===== src/rtl/button_debouncer.sv =====
// Debounces a raw, asynchronous button: a two-flop synchronizer feeds a
// counter-qualified FSM that accepts a new level after STABLE_COUNT stable cycles.
module button_debouncer #(
  parameter int STABLE_COUNT  = 20000,
  parameter int COUNTER_WIDTH = 15
) (
  input  logic i_clock,
  input  logic i_reset,
  input  logic i_raw,
  output logic o_level,
  output logic o_busy
);

  // Encoding puts the output level in bit 1 and the busy flag in bit 0,
  // so both outputs come straight from state flops.
  typedef enum logic [1:0] {
    S_LOW     = 2'b00,
    WAIT_HIGH = 2'b01,
    S_HIGH    = 2'b10,
    WAIT_LOW  = 2'b11
  } state_t;

  localparam logic [COUNTER_WIDTH-1:0] LAST = COUNTER_WIDTH'(STABLE_COUNT - 1);

  logic                     sync1, sync2;
  state_t                   state, state_next;
  logic [COUNTER_WIDTH-1:0] cnt, cnt_next;

  always_ff @(posedge i_clock) begin
    if (i_reset) begin
      sync1 <= 1'b0;
      sync2 <= 1'b0;
      state <= S_LOW;
      cnt   <= '0;
    end else begin
      sync1 <= i_raw;
      sync2 <= sync1;
      state <= state_next;
      cnt   <= cnt_next;
    end
  end

  always_comb begin
    state_next = state;
    cnt_next   = '0;
    case (state)
      S_LOW:     if (sync2) state_next = WAIT_HIGH;
      WAIT_HIGH: begin
        if (!sync2)           state_next = S_LOW;
        else if (cnt == LAST) state_next = S_HIGH;
        else                  cnt_next   = cnt + 1'b1;
      end
      S_HIGH:    if (!sync2) state_next = WAIT_LOW;
      WAIT_LOW:  begin
        if (sync2)            state_next = S_HIGH;
        else if (cnt == LAST) state_next = S_LOW;
        else                  cnt_next   = cnt + 1'b1;
      end
      default:   state_next = S_LOW;
    endcase
  end

  assign o_level = state[1];
  assign o_busy  = state[0];

endmodule


===== config.mk =====
export PLATFORM = sky130hd
export DESIGN_NAME = button_debouncer
export DESIGN_NICKNAME = d
export VERILOG_FILES = /design/src/rtl/button_debouncer.sv
export SDC_FILE = /design/constraint.sdc
export NUM_CORES = 1
export LEC_CHECK = 0
export ABC_AREA = 1
export BUFFER_PORTS_ARGS = -buffer_cell sky130_fd_sc_hd__buf_2
export CORE_UTILIZATION = 53
export DETAILED_ROUTE_END_ITERATION = 10
export PLACE_DENSITY = 0.74
export SYNTH_ARGS = -nofsm -noshare
export SYNTH_HDL_FRONTEND = slang
export SYNTH_SLANG_ARGS = --single-unit

===== constraint.sdc =====
create_clock -name i_clock -period 1.8 [get_ports i_clock]
set_clock_uncertainty 0.2 [all_clocks]
set_input_delay 0.27 -clock i_clock [delete_from_list [all_inputs] [get_ports i_clock]]
set_output_delay 0.27 -clock i_clock [all_outputs]
set_load 0.01 [all_outputs]

# Yosys cells after proc, flatten, opt, wreduce, memory -nomap -nowiden
# Cells that the tools add are included.
[op_classes]
add_sub_neg = 1
mul = 0
n_div = 0
magnitude_cmp = 0
n_eq_ne = 8
shift = 0
mux = 11
bitwise = 0
reduce_logical = 2
[op_table]
columns = ["op", "n"]
rows = [
  ["$mux 15", 3],
  ["$pmux 15 s2", 1],
  ["$add 15x1->15 const B", 1],
  ["$eq 15x15->1 const B", 1],
  ["$mux 2", 6],
  ["$pmux 2 s4", 1],
  ["$ne 3x3->1 const B", 2],
  ["$eq 2x2->1 const B", 2],
  ["$ne 2x2->1 const B", 2],
  ["$reduce_and 4->1", 1],
  ["$eq 2x1->1 const B", 1],
  ["$logic_not 2->1", 1],
]
[totals]
ff_bits = 19
latch_bits = 0
ramBits = 0
rom_bits = 0
output_inout_bits = 2
elab_cells = 26
n_memories = 0

# Depth between registers and ports, before layout
# Gate-level depths: netlist of run 1.
[logic_depth]
ltp_word = 4
mapped_depth = 9

# Worst setup path before layout of run 1
# OpenSTA, ideal clock, no wires.
[synth_path]
path_type = "register to register"
startpoint = "reg cnt[0]"
endpoint = "reg cnt[12]"
arrival_ns = 1.238
t_required_ns = 1.485
slack_ns = 0.247
stages_incl_launch_ff = 10
path_cell_list = "dfxtp_1 -> ha_1 -> nand3_4 -> nor2_2 -> nand3_2 -> nand2_4 -> nor2_4 -> inv_4 -> buf_12 -> nor2_2"
[synth_via]
elab_chain_cells = 4
[synth_lines]
columns = ["element", "line", "source"]
rows = [
  ["start: declaration", "27", "logic [COUNTER_WIDTH-1:0] cnt, cnt_next;"],
  ["start signal: assignment", "39", "cnt <= cnt_next;"],
  ["$add 15x1->15 or $eq 15x15->1 (tied branches)", "--", ""],
  ["$mux 15 *", "50, 56", ""],
  ["$mux 15, on equally long branches", "55, 49", ""],
  ["$pmux 15 s2 *", "46", "case (state)"],
]
# Mark *: on every way between the ends. The rest lies on a longest branch, timed or not.
# A chain may end at the register's enable or synchronous reset.

# Worst setup path in the final report of run 1
[layout_path]
startpoint = "reg cnt[0]"
endpoint = "reg cnt[14]"
# Same word-level chain as after synthesis.

==> summary.md, run 1 <==
| Metric | Value |
|---|---|
| Initial Util | 57.4% |
| Clock sink count | 19 |
| Mapped Cells | 135 |
| Diode count | 0 |
| GRT Total Usage | 19.7% |
| FP Rows | 15 |
| Synthesis Warnings | 0 |
| Worst endpoint required time | 1.80 ns |
| Commonest non-fill, non-tap cells in the layout | 24 x nand2_1, 21 x inv_1, 19 x dfxtp_1, 18 x nor2_1, 11 x nor2_2 |
| Layout cells sized above 1 | 21.7% |
| Critical Path Source Type | flop |
| Final period demand of the worst path | 1.65 ns |
| Core Area | 0.00176 mm2 |
| Sequential area share after synthesis | 37.5% |
| First-pass GRT wire length | 2900 um |
| Worst setup EP type | flop |
| Area of the mapped netlist | 0.00101 mm2 |
| Setup-failing EPs final | 0 |
| Most common cell after layout, fill and taps aside | nand2_1 |
| Hpwl dp | 1300 um |
| Die Span X | 45.7 um |
| Number of global-route vias before repair | 721 |
| Syn_area_per_cell | 7.51 um2 |
| Status | completed |
| Vias post-DR | 808 |
| CTS clock-pin slew for the worst setup and hold paths | 0.11 ns |
| Worst Hold Class | in -> reg |
| Clock Path Buffers | 2 |
| Arr. time, crit path | 1.65 ns |
| Drt via density | 4.81 |
| Critical setup path kind | reg -> reg |
| Syn Nets | 139 |
| Die height | 45.7 um |
| Grt ovf | 0 |
| Remaining DRCs | 0 |
| LEAKAGE | 0.369 nW |
| CTS tree | done |
| GP Congestion | 0.848 |
| Final Hold Viols | 0 |
| Initial antenna violation count | 0 |
| CTS Buf Count | 3 |
| Area growth, synth to finish | 6.79% |
| Nets | 148 |
| Post-cts resize count | 0 |
| # IOs | 5 |
| Largest net degree at the start of global routing | 12 |
| Maximum VDD drop | 0.000444 V |
| #FFs+latches synth | 19 |
| Starting DRT DRC Count | 14 |
| Detailed Route WL | 1700 um |
| Total of max-cap violations | 0 |
| RSZ-0062 raised after global routing | no |
| Root Driver | clkbuf_4 |
| Number of I/O port buffers | 4 |
| Period utilization | 91.7% |
| Final core occ | 61.3% |
| Latest clock arrival within the worst-skew pair | 0.30 ns |
| Max-slew violation count | 0 |
| Hold_ws | 0.0250 ns |
| Routed WL per cell | 10.1 um |
| Die area | 0.00209 mm2 |
| Setup TNS | 0 ns |
| Worst-margin pin slew | 0.337 ns |
| Htree depth | 1 |
| TritonRoute pass-1 iters | 4 |
| Crit-path max FO | 11 |
| Rel. slew slack | 77.4% |
| Fmax | 606 MHz |
| Post-route antenna net violation count | 0 |
| Pwr Density | 619 mW/mm2 |
| Distinct cells, synth | 23 |
## per-stage QoR
stage	setup WS [ns]	instances	cell area (um2)	power, mW
4_1_cts	0.139	168	1080	0.676
6_report	0.150	168	1080	0.670
5_1_grt	0.0656	168	1080	0.703
2_1_floorplan	0.247	135	1010	0.457
3_5_place_dp	0.151	163	1040	0.466
3_3_place_gp	0.195	163	1040	0.465
## logic make-up (layout without fill, tap and decap cells)
| kind of cell | Yosys count | in the layout | synth area share (%) |
|---|---|---|---|
| adder cells (fa/ha/maj) | 1 | 1 | 1.23 |
| AND/OR/NAND/NOR | 77 | 77 | 40.7 |
| AO/OA/AOI/OAI | 5 | 5 | 2.47 |
| flip-flops | 19 | 19 | 37.5 |
| buffers and inverters | 25 | 33 | 11.1 |
| XOR/XNOR | 8 | 8 | 6.91 |
## state kept, by name (all words and copies together), names as in the netlist, named ones only
name	cells
cnt	15
state	1
sync1	1
sync2	1
## routing by layer
metal / global-route usage, % / share of wire (%) / vias to the layer above
li1: - / - / 429
met1: 25.8 / 48 / 351
met2: 32.3 / 46 / 22
met3: 3.57 / 4.0 / 6
met4: 7.06 / 1.7 / 0
met5: 0 / 0 / -
## what timing repair did
item                      in CTS  in global routing
hold buffers                   1                  0
hold endpoints to repair       1                  0
buffers inserted               0                  0
## final timing paths
path	from	to	slack (ns)	depth (start not counted)
setup / recovery	cnt[0]	cnt[14]	0.15	8
hold / removal	i_reset	sync1	0.03	2
setup reg to reg	cnt[0]	cnt[14]	0.15	8
hold reg to reg	sync1	sync2	0.21	2
## final cells by class
class,instances,area (um2)
clock buffer,3,22.5
inverter,24,92.6
clock inverter,1,5.00
timing repair buffer,5,30.0
sequential,19,380
tap,25,31.3
multi-input combinational,91,520
fill,170,682
## critical path: stages, from the launching register on
cell	delay (ns)
dfxtp_1	0.38
ha_1	0.25
nand3_4	0.12
nor2_2	0.13
nand3_2	0.10
nand2_4	0.10
nor2_4	0.05
inv_4	0.15
nor2_1	0.06
## Yosys cell counts
cell type | instances | area share (%)
nand2_4 | 1 | 1.1
inv_1 | 21 | 7.8
o21ai_1 | 1 | 0.49
inv_4 | 1 | 0.62
a21oi_1 | 2 | 0.99
nor3_4 | 1 | 1.6
buf_12 | 1 | 2.0
nand3_4 | 1 | 1.7
xnor2_1 | 2 | 1.7
nand2_1 | 24 | 8.9
o21ai_0 | 2 | 0.99
nor3_1 | 3 | 1.5
nand3_1 | 10 | 4.9
nand3_2 | 1 | 0.99
nor3_2 | 2 | 2.0
nor2_4 | 3 | 3.3
xor2_1 | 6 | 5.2
nand4_1 | 2 | 1.2
dfxtp_1 | 19 | 38
ha_1 | 1 | 1.2
inv_2 | 2 | 0.74
nor2_1 | 18 | 6.7
nor2_2 | 11 | 6.8
## where the power goes
group	switching [mW]	total, mW	internal (mW)
registers	0.00346	0.429	0.425
clock network	0.130	0.212	0.0828
logic	0.0173	0.0291	0.0118
total	0.150	0.670	0.520
Power figures use the tool's default switching activity.
==> inputs of run 2 (changes only) <==
==> constraint.sdc (replaced) <==
create_clock -name i_clock -period 1.8 [get_ports i_clock]
set_clock_uncertainty 0.2 [all_clocks]
set_input_delay 0.36 -clock i_clock [delete_from_list [all_inputs] [get_ports i_clock]]
set_output_delay 0.36 -clock i_clock [all_outputs]
set_load 0.01 [all_outputs]
==> run 2 against run 1 <==
- utilization fell by 0.57 points
- critical path depth unchanged
- worst setup slack about the same
- clock-buffer cell count did not move
- maximum frequency about the same
- combinational power is 6% lower
- worst hold slack better by 0.030 ns
- sequential cell count is the same
- non-clock buffer count decreased by 1
- wire length is 0.65% lower
- largest cell class unchanged
==> summary.md, run 2 (same netlist as run 1, synthesis figures left out) <==
| Metric | Value |
|---|---|
| Status | completed |
| Worst setup EP type | flop |
| Layout cells sized above 1 | 21.8% (+0.15 points) |
| Crit-path max FO | 11 (unchanged) |
| Number of global-route vias before repair | 709 (-1.7%) |
| Largest net degree at the start of global routing | 12 (unchanged) |
| FP Rows | 15 (unchanged) |
| Seq pwr share | 64.2% (+0.2 points) |
| Total of max-cap violations | 0 (unchanged) |
| Final period demand of the worst path | 1.65 ns (+0.0000330 ns) |
| Htree depth | 1 (unchanged) |
| # IOs | 5 (unchanged) |
| Detailed Route WL | 1690 um (-0.65%) |
| Maximum VDD drop | 0.000443 V (-0.27%) |
| Area of the multi-input gates | 520 um2 (unchanged) |
| Setup-failing EPs final | 0 (unchanged) |
| Post-CTS Setup Inserts | 0 (unchanged) |
| Nets | 147 (-0.68%) |
| Vias post-DR | 803 (-0.62%) |
| Post-cts resize count | 0 (unchanged) |
| Remaining DRCs | 0 (unchanged) |
| Setup TNS | 0 ns (unchanged) |
| Critical Path Source | cnt[0] |
| Die Span X | 45.7 um (unchanged) |
| Register-to-register setup slack | 0.15 ns (about the same) |
| Most common cell after layout, fill and taps aside | nand2_1 |
| Area growth, synth to finish | 5.80% |
| GP Congestion | 0.848 (unchanged) |
| Diode count | 0 (unchanged) |
| Reg with most FFs | cnt |
| Grt ovf | 0 (unchanged) |
| Initial antenna violation count | 0 (unchanged) |
| Max reg flops | 15 (unchanged) |
| Worst-margin pin slew | 0.335 ns (-0.00157 ns) |
| Die height | 45.7 um (unchanged) |
| Pint | 0.519 mW (-0.27%) |
| Core Area | 0.00176 mm2 (unchanged) |
| Clock Path Buffers | 2 (unchanged) |
| GRT Total Usage | 19.5% (-0.16 points) |
| Arr. time, crit path | 1.65 ns (about the same) |
| Hpwl dp | 1300 um (unchanged) |
| Number of I/O port buffers | 4 (unchanged) |
| Rel. slew slack | 77.5% (+0.11 points) |
| TritonRoute pass-1 iters | 4 (unchanged) |
| Worst endpoint required time | 1.80 ns (about the same) |
| Worst Hold Class | in -> reg |
| Starting DRT DRC Count | 14 (unchanged) |
| Period utilization | 91.7% (about the same) |
| Post-route antenna net violation count | 0 (unchanged) |
| LEAKAGE | 0.365 nW (-1.1%) |
| RR Endpoint | cnt[14] |
| Hold_sp | i_raw |
| Root Driver | clkbuf_4 |
| Latest clock arrival within the worst-skew pair | 0.30 ns (about the same) |
| Max-slew violation count | 0 (unchanged) |
| Commonest non-fill, non-tap cells in the layout | 24 x nand2_1, 21 x inv_1, 19 x dfxtp_1, 18 x nor2_1, 11 x nor2_2 |
| CTS clock-pin slew for the worst setup and hold paths | 0.11 ns (about the same) |
| Switching share of power | 22.4% (-0.024 points) |
| Psw | 0.150 mW (-0.41%) |
| CTS tree | done |
| Hold buffer count at CTS | 0 (-1) |
| Worst r2r path cells | 8 (unchanged) |
| Drt via density | 4.81 (about the same) |
| Final core occ | 60.8% (-0.57 points) |
| RSZ-0062 raised after global routing | no |
| Clock sink count | 19 (unchanged) |
| Crit path to | cnt[14] |
| Fmax | 606 MHz (about the same) |
| Initial Util | 57.4% (unchanged) |
| CTS Buf Count | 3 (unchanged) |
| Critical setup path kind | reg -> reg |
| Die area | 0.00209 mm2 (unchanged) |
| First-pass GRT wire length | 2880 um (-0.93%) |
| Routed WL per cell | 10.1 um (about the same) |
| Worst r2r src | cnt[0] |
| WHS Path Cells | 3 (+1) |
| Clock Power Share | 31.7% (about the same) |
| Fill count | 171 (+0.59%) |
| Final Hold Viols | 0 (unchanged) |
| Critical Path Source Type | flop |
| Area taken by flip-flops and latches | 380 um2 (unchanged) |
| Pwr Density | 623 mW/mm2 (+0.63%) |
| Logic pwr share | 4.1% (-0.2 points) |
==> run 2: worst min-delay path by stage <==
stage                       end
final                     sync1
after global routing      sync1
after CTS                 sync1
after detailed placement  sync2
after global placement    sync2
after floorplan           sync2
==> run 2: metal layers <==
layer  share of wire, %  up-vias  wire length (um)  global-route usage [%]
li1                   -      428                 -                       -
met1                 48      349               807                    25.8
met2                 47       20               784                    31.7
met4                1.7        0                29                    7.06
met3                3.9        6                66                    3.57
met5                  0        -                 0                       0
==> run 2: metrics by stage <==
stage | power, mW | cells | setup WS [ns] | instance area, um2 | hold WS (ns)
5_1_grt | 0.701 | 167 | 0.0656 | 1070 | 0.0536
3_3_place_gp | 0.465 | 163 | 0.195 | 1040 | 0.201
4_1_cts | 0.675 | 167 | 0.139 | 1070 | 0.0516
2_1_floorplan | 0.457 | 135 | 0.247 | 1010 | 0.188
6_report | 0.668 | 167 | 0.150 | 1070 | 0.0551
3_5_place_dp | 0.466 | 163 | 0.151 | 1040 | 0.202
==> run 2: power groups by stage <==
stage | combinational (mW) | clock [mW] | sequential [mW]
2_1_floorplan | 0.0177 | 0 | 0.440
3_3_place_gp | 0.0269 | 0 | 0.438
3_5_place_dp | 0.0276 | 0 | 0.439
4_1_cts | 0.0277 | 0.218 | 0.429
5_1_grt | 0.0310 | 0.240 | 0.430
6_report | 0.0274 | 0.212 | 0.429
==> run 2: cell type report <==
type / count / share of cell area [%]
clock buffer: 3 / 2.10
clock inverter: 1 / 0.467
inverter: 24 / 8.63
multi-input combinational: 91 / 48.5
sequential: 19 / 35.5
tap: 25 / 2.92
timing repair buffer: 4 / 1.87
==> run 2: worst max-delay path, stage by stage (launching register included) <==
cell and delay [ns]:
dfxtp_1 0.38, ha_1 0.25, nand3_4 0.12, nor2_2 0.13, nand3_2 0.10, nand2_4 0.10, nor2_4 0.05, inv_4 0.15
nor2_1 0.06
==> inputs of run 3 (changes only) <==
clock period = 1.6 ns   (was 1.8 ns; I/O delays follow)
==> run 3 against run 2 <==
- die area stayed put
- sequential cell count stayed put
- non-clock buffer count is 2 higher
- maximum frequency is 7.1% higher
- critical path depth is 2 lower
- worst hold slack worse by 0.029 ns
- clock power is 15% higher
- cell count is 1.2% higher
- worst setup slack worse by 0.091 ns
- first-iteration DRC count is 36% higher
- utilization is 1.8 points higher
- register-to-register slack worse by 0.09 ns
==> summary.md, run 3 (same netlist as run 1, synthesis figures left out) <==
| Metric | Value |
|---|---|
| Die Span X | 45.7 um (unchanged) |
| Initial antenna violation count | 0 (unchanged) |
| Worst path bufs/invs | 1 (unchanged) |
| GRT Total Usage | 20.2% (+0.72 points) |
| Post-route antenna net violation count | 0 (unchanged) |
| Htree depth | 1 (unchanged) |
| Remaining DRCs | 0 (unchanged) |
| Max-slew violation count | 0 (unchanged) |
| Initial Util | 57.4% (unchanged) |
| Starting DRT DRC Count | 19 (+5) |
| CTS Buf Count | 3 (unchanged) |
| Fmax | 649 MHz (+7.1%) |
| CTS tree | done |
| Critical Path Source | cnt[0] |
| Worst setup EP type | flop |
| Detailed Route WL | 1750 um (+3.6%) |
| Area growth, synth to finish | 9.01% |
| Latest clock arrival within the worst-skew pair | 0.30 ns (about the same) |
| Crit-path max cell delay | 0.37 ns (about the same) |
| Setup-failing EPs final | 0 (unchanged) |
| Root Driver | clkbuf_4 |
| Clock sink count | 19 (unchanged) |
| Final Hold Viols | 0 (unchanged) |
| Hpwl dp | 1310 um (+0.92%) |
| Total of max-cap violations | 0 (unchanged) |
| Hold buffer count at CTS | 0 (unchanged) |
| Critical setup path kind | reg -> reg |
| Diode count | 0 (unchanged) |
| # IOs | 5 (unchanged) |
| Critical path's top delay family | flip-flops |
| FP Rows | 15 (unchanged) |
| Grt ovf | 0 (unchanged) |
| Period utilization | 96.3% (+4.7 points) |
| LEAKAGE | 0.375 nW (+2.8%) |
| Nets | 149 (+1.4%) |
| TritonRoute pass-1 iters | 4 (unchanged) |
| Pwr Density | 686 mW/mm2 (+10%) |
| Maximum VDD drop | 0.000520 V (+17%) |
| Vias post-DR | 815 (+1.5%) |
| Max reg flops | 15 (unchanged) |
| Largest net degree at the start of global routing | 12 (unchanged) |
| Number of I/O port buffers | 4 (unchanged) |
| Layout cells sized above 1 | 25.0% (+3.2 points) |
| Rel. slew slack | 77.9% (+0.45 points) |
| Most common cell after layout, fill and taps aside | nand2_1 |
| Worst Hold Class | in -> reg |
| Core Area | 0.00176 mm2 (unchanged) |
| Commonest non-fill, non-tap cells in the layout | 24 x nand2_1, 21 x inv_1, 18 x nor2_1, 17 x dfxtp_1, 11 x nor2_2 |
| Crit-path max FO | 4 (-7) |
| Clock Path Buffers | 2 (unchanged) |
| Hold_sp | i_raw |
| Final core occ | 62.6% (+1.8 points) |
| Die area | 0.00209 mm2 (unchanged) |
| CTS clock-pin slew for the worst setup and hold paths | 0.11 ns (about the same) |
| Critical Path Source Type | flop |
| Worst-margin pin slew | 0.329 ns (-0.00663 ns) |
| Crit-path cells | ha_4, nand3_4, nor3_4, buf_4, xor2_1, nor2_2 |
| Final period demand of the worst path | 1.54 ns (-0.109 ns) |
| Setup TNS | 0 ns (unchanged) |
| First-pass GRT wire length | 2930 um (+1.7%) |
| Worst r2r src | cnt[0] |
| Drt via density | 4.82 (+0.29%) |
| Die height | 45.7 um (unchanged) |
| GP Congestion | 0.863 (+1.8%) |
| Status | completed |
| Slowest cell on crit path | dfxtp_2 |
| Routed WL per cell | 10.3 um (+2.3%) |
| Arr. time, crit path | 1.55 ns (-0.10 ns) |
| Worst endpoint required time | 1.61 ns (-0.19 ns) |
| Reg with most FFs | cnt |
| Number of global-route vias before repair | 706 (-0.42%) |
[run 3: worst min-delay path, delay by kind of cell]
family,cells,cell delay [ns]
buffers and inverters,2,0.13
and+or+nand+nor,1,0.03
[run 3: cell type report]
class	instances	area [um2]
Tap cell	25	31.3
Clock inverter	1	5.00
Sequential cell	19	383
Multi-Input combinational cell	91	533
Clock buffer	3	22.5
Fill cell	178	659
Timing Repair Buffer	6	35.0
Inverter	24	95.1
[run 3: final timing paths]
| path | cells after the start | end | slack (ns) |
|---|---|---|---|
| max | 6 | cnt[6] | 0.06 |
| min | 3 | sync1 | 0.03 |
| max reg2reg | 6 | cnt[6] | 0.06 |
| min reg2reg | 2 | sync2 | 0.22 |
[run 3: power by group]
part	leakage [nW]	switching, mW	total [mW]	internal, mW
Combinational	0.203	0.0190	0.0311	0.0121
Clock	0.0177	0.151	0.244	0.0933
Sequential	0.155	0.00422	0.483	0.479
Total	0.375	0.174	0.758	0.584
[run 3: routing by layer]
metal  GRT usage (%)  share of wire, %  up-vias
li1                -                 -      434
met1            27.7                47      363
met2            29.1                46       14
met3            5.16               3.8        4
met4            10.6               2.9        0
met5               0                 0        -
[run 3: through the flow]
stage / power (mW) / hold WS (ns) / std cells / setup WS [ns] / instance area (um2)
after floorplan: 0.515 / 0.188 / 135 / 0.0474 / 1010
after global placement: 0.524 / 0.201 / 164 / 0.0381 / 1050
after detailed placement: 0.524 / 0.205 / 164 / -0.00782 / 1050
after CTS: 0.762 / 0.0202 / 168 / 0.00117 / 1080
after global routing: 0.796 / 0.00945 / 169 / -0.00639 / 1100
final: 0.758 / 0.0262 / 169 / 0.0588 / 1100
[run 3: what timing repair did]
item                                    in CTS  in global routing
endpoints found under the setup margin       6                 12
resized for setup                            1                  4
setup buffers                                0                  1
pin swaps                                    0                  3
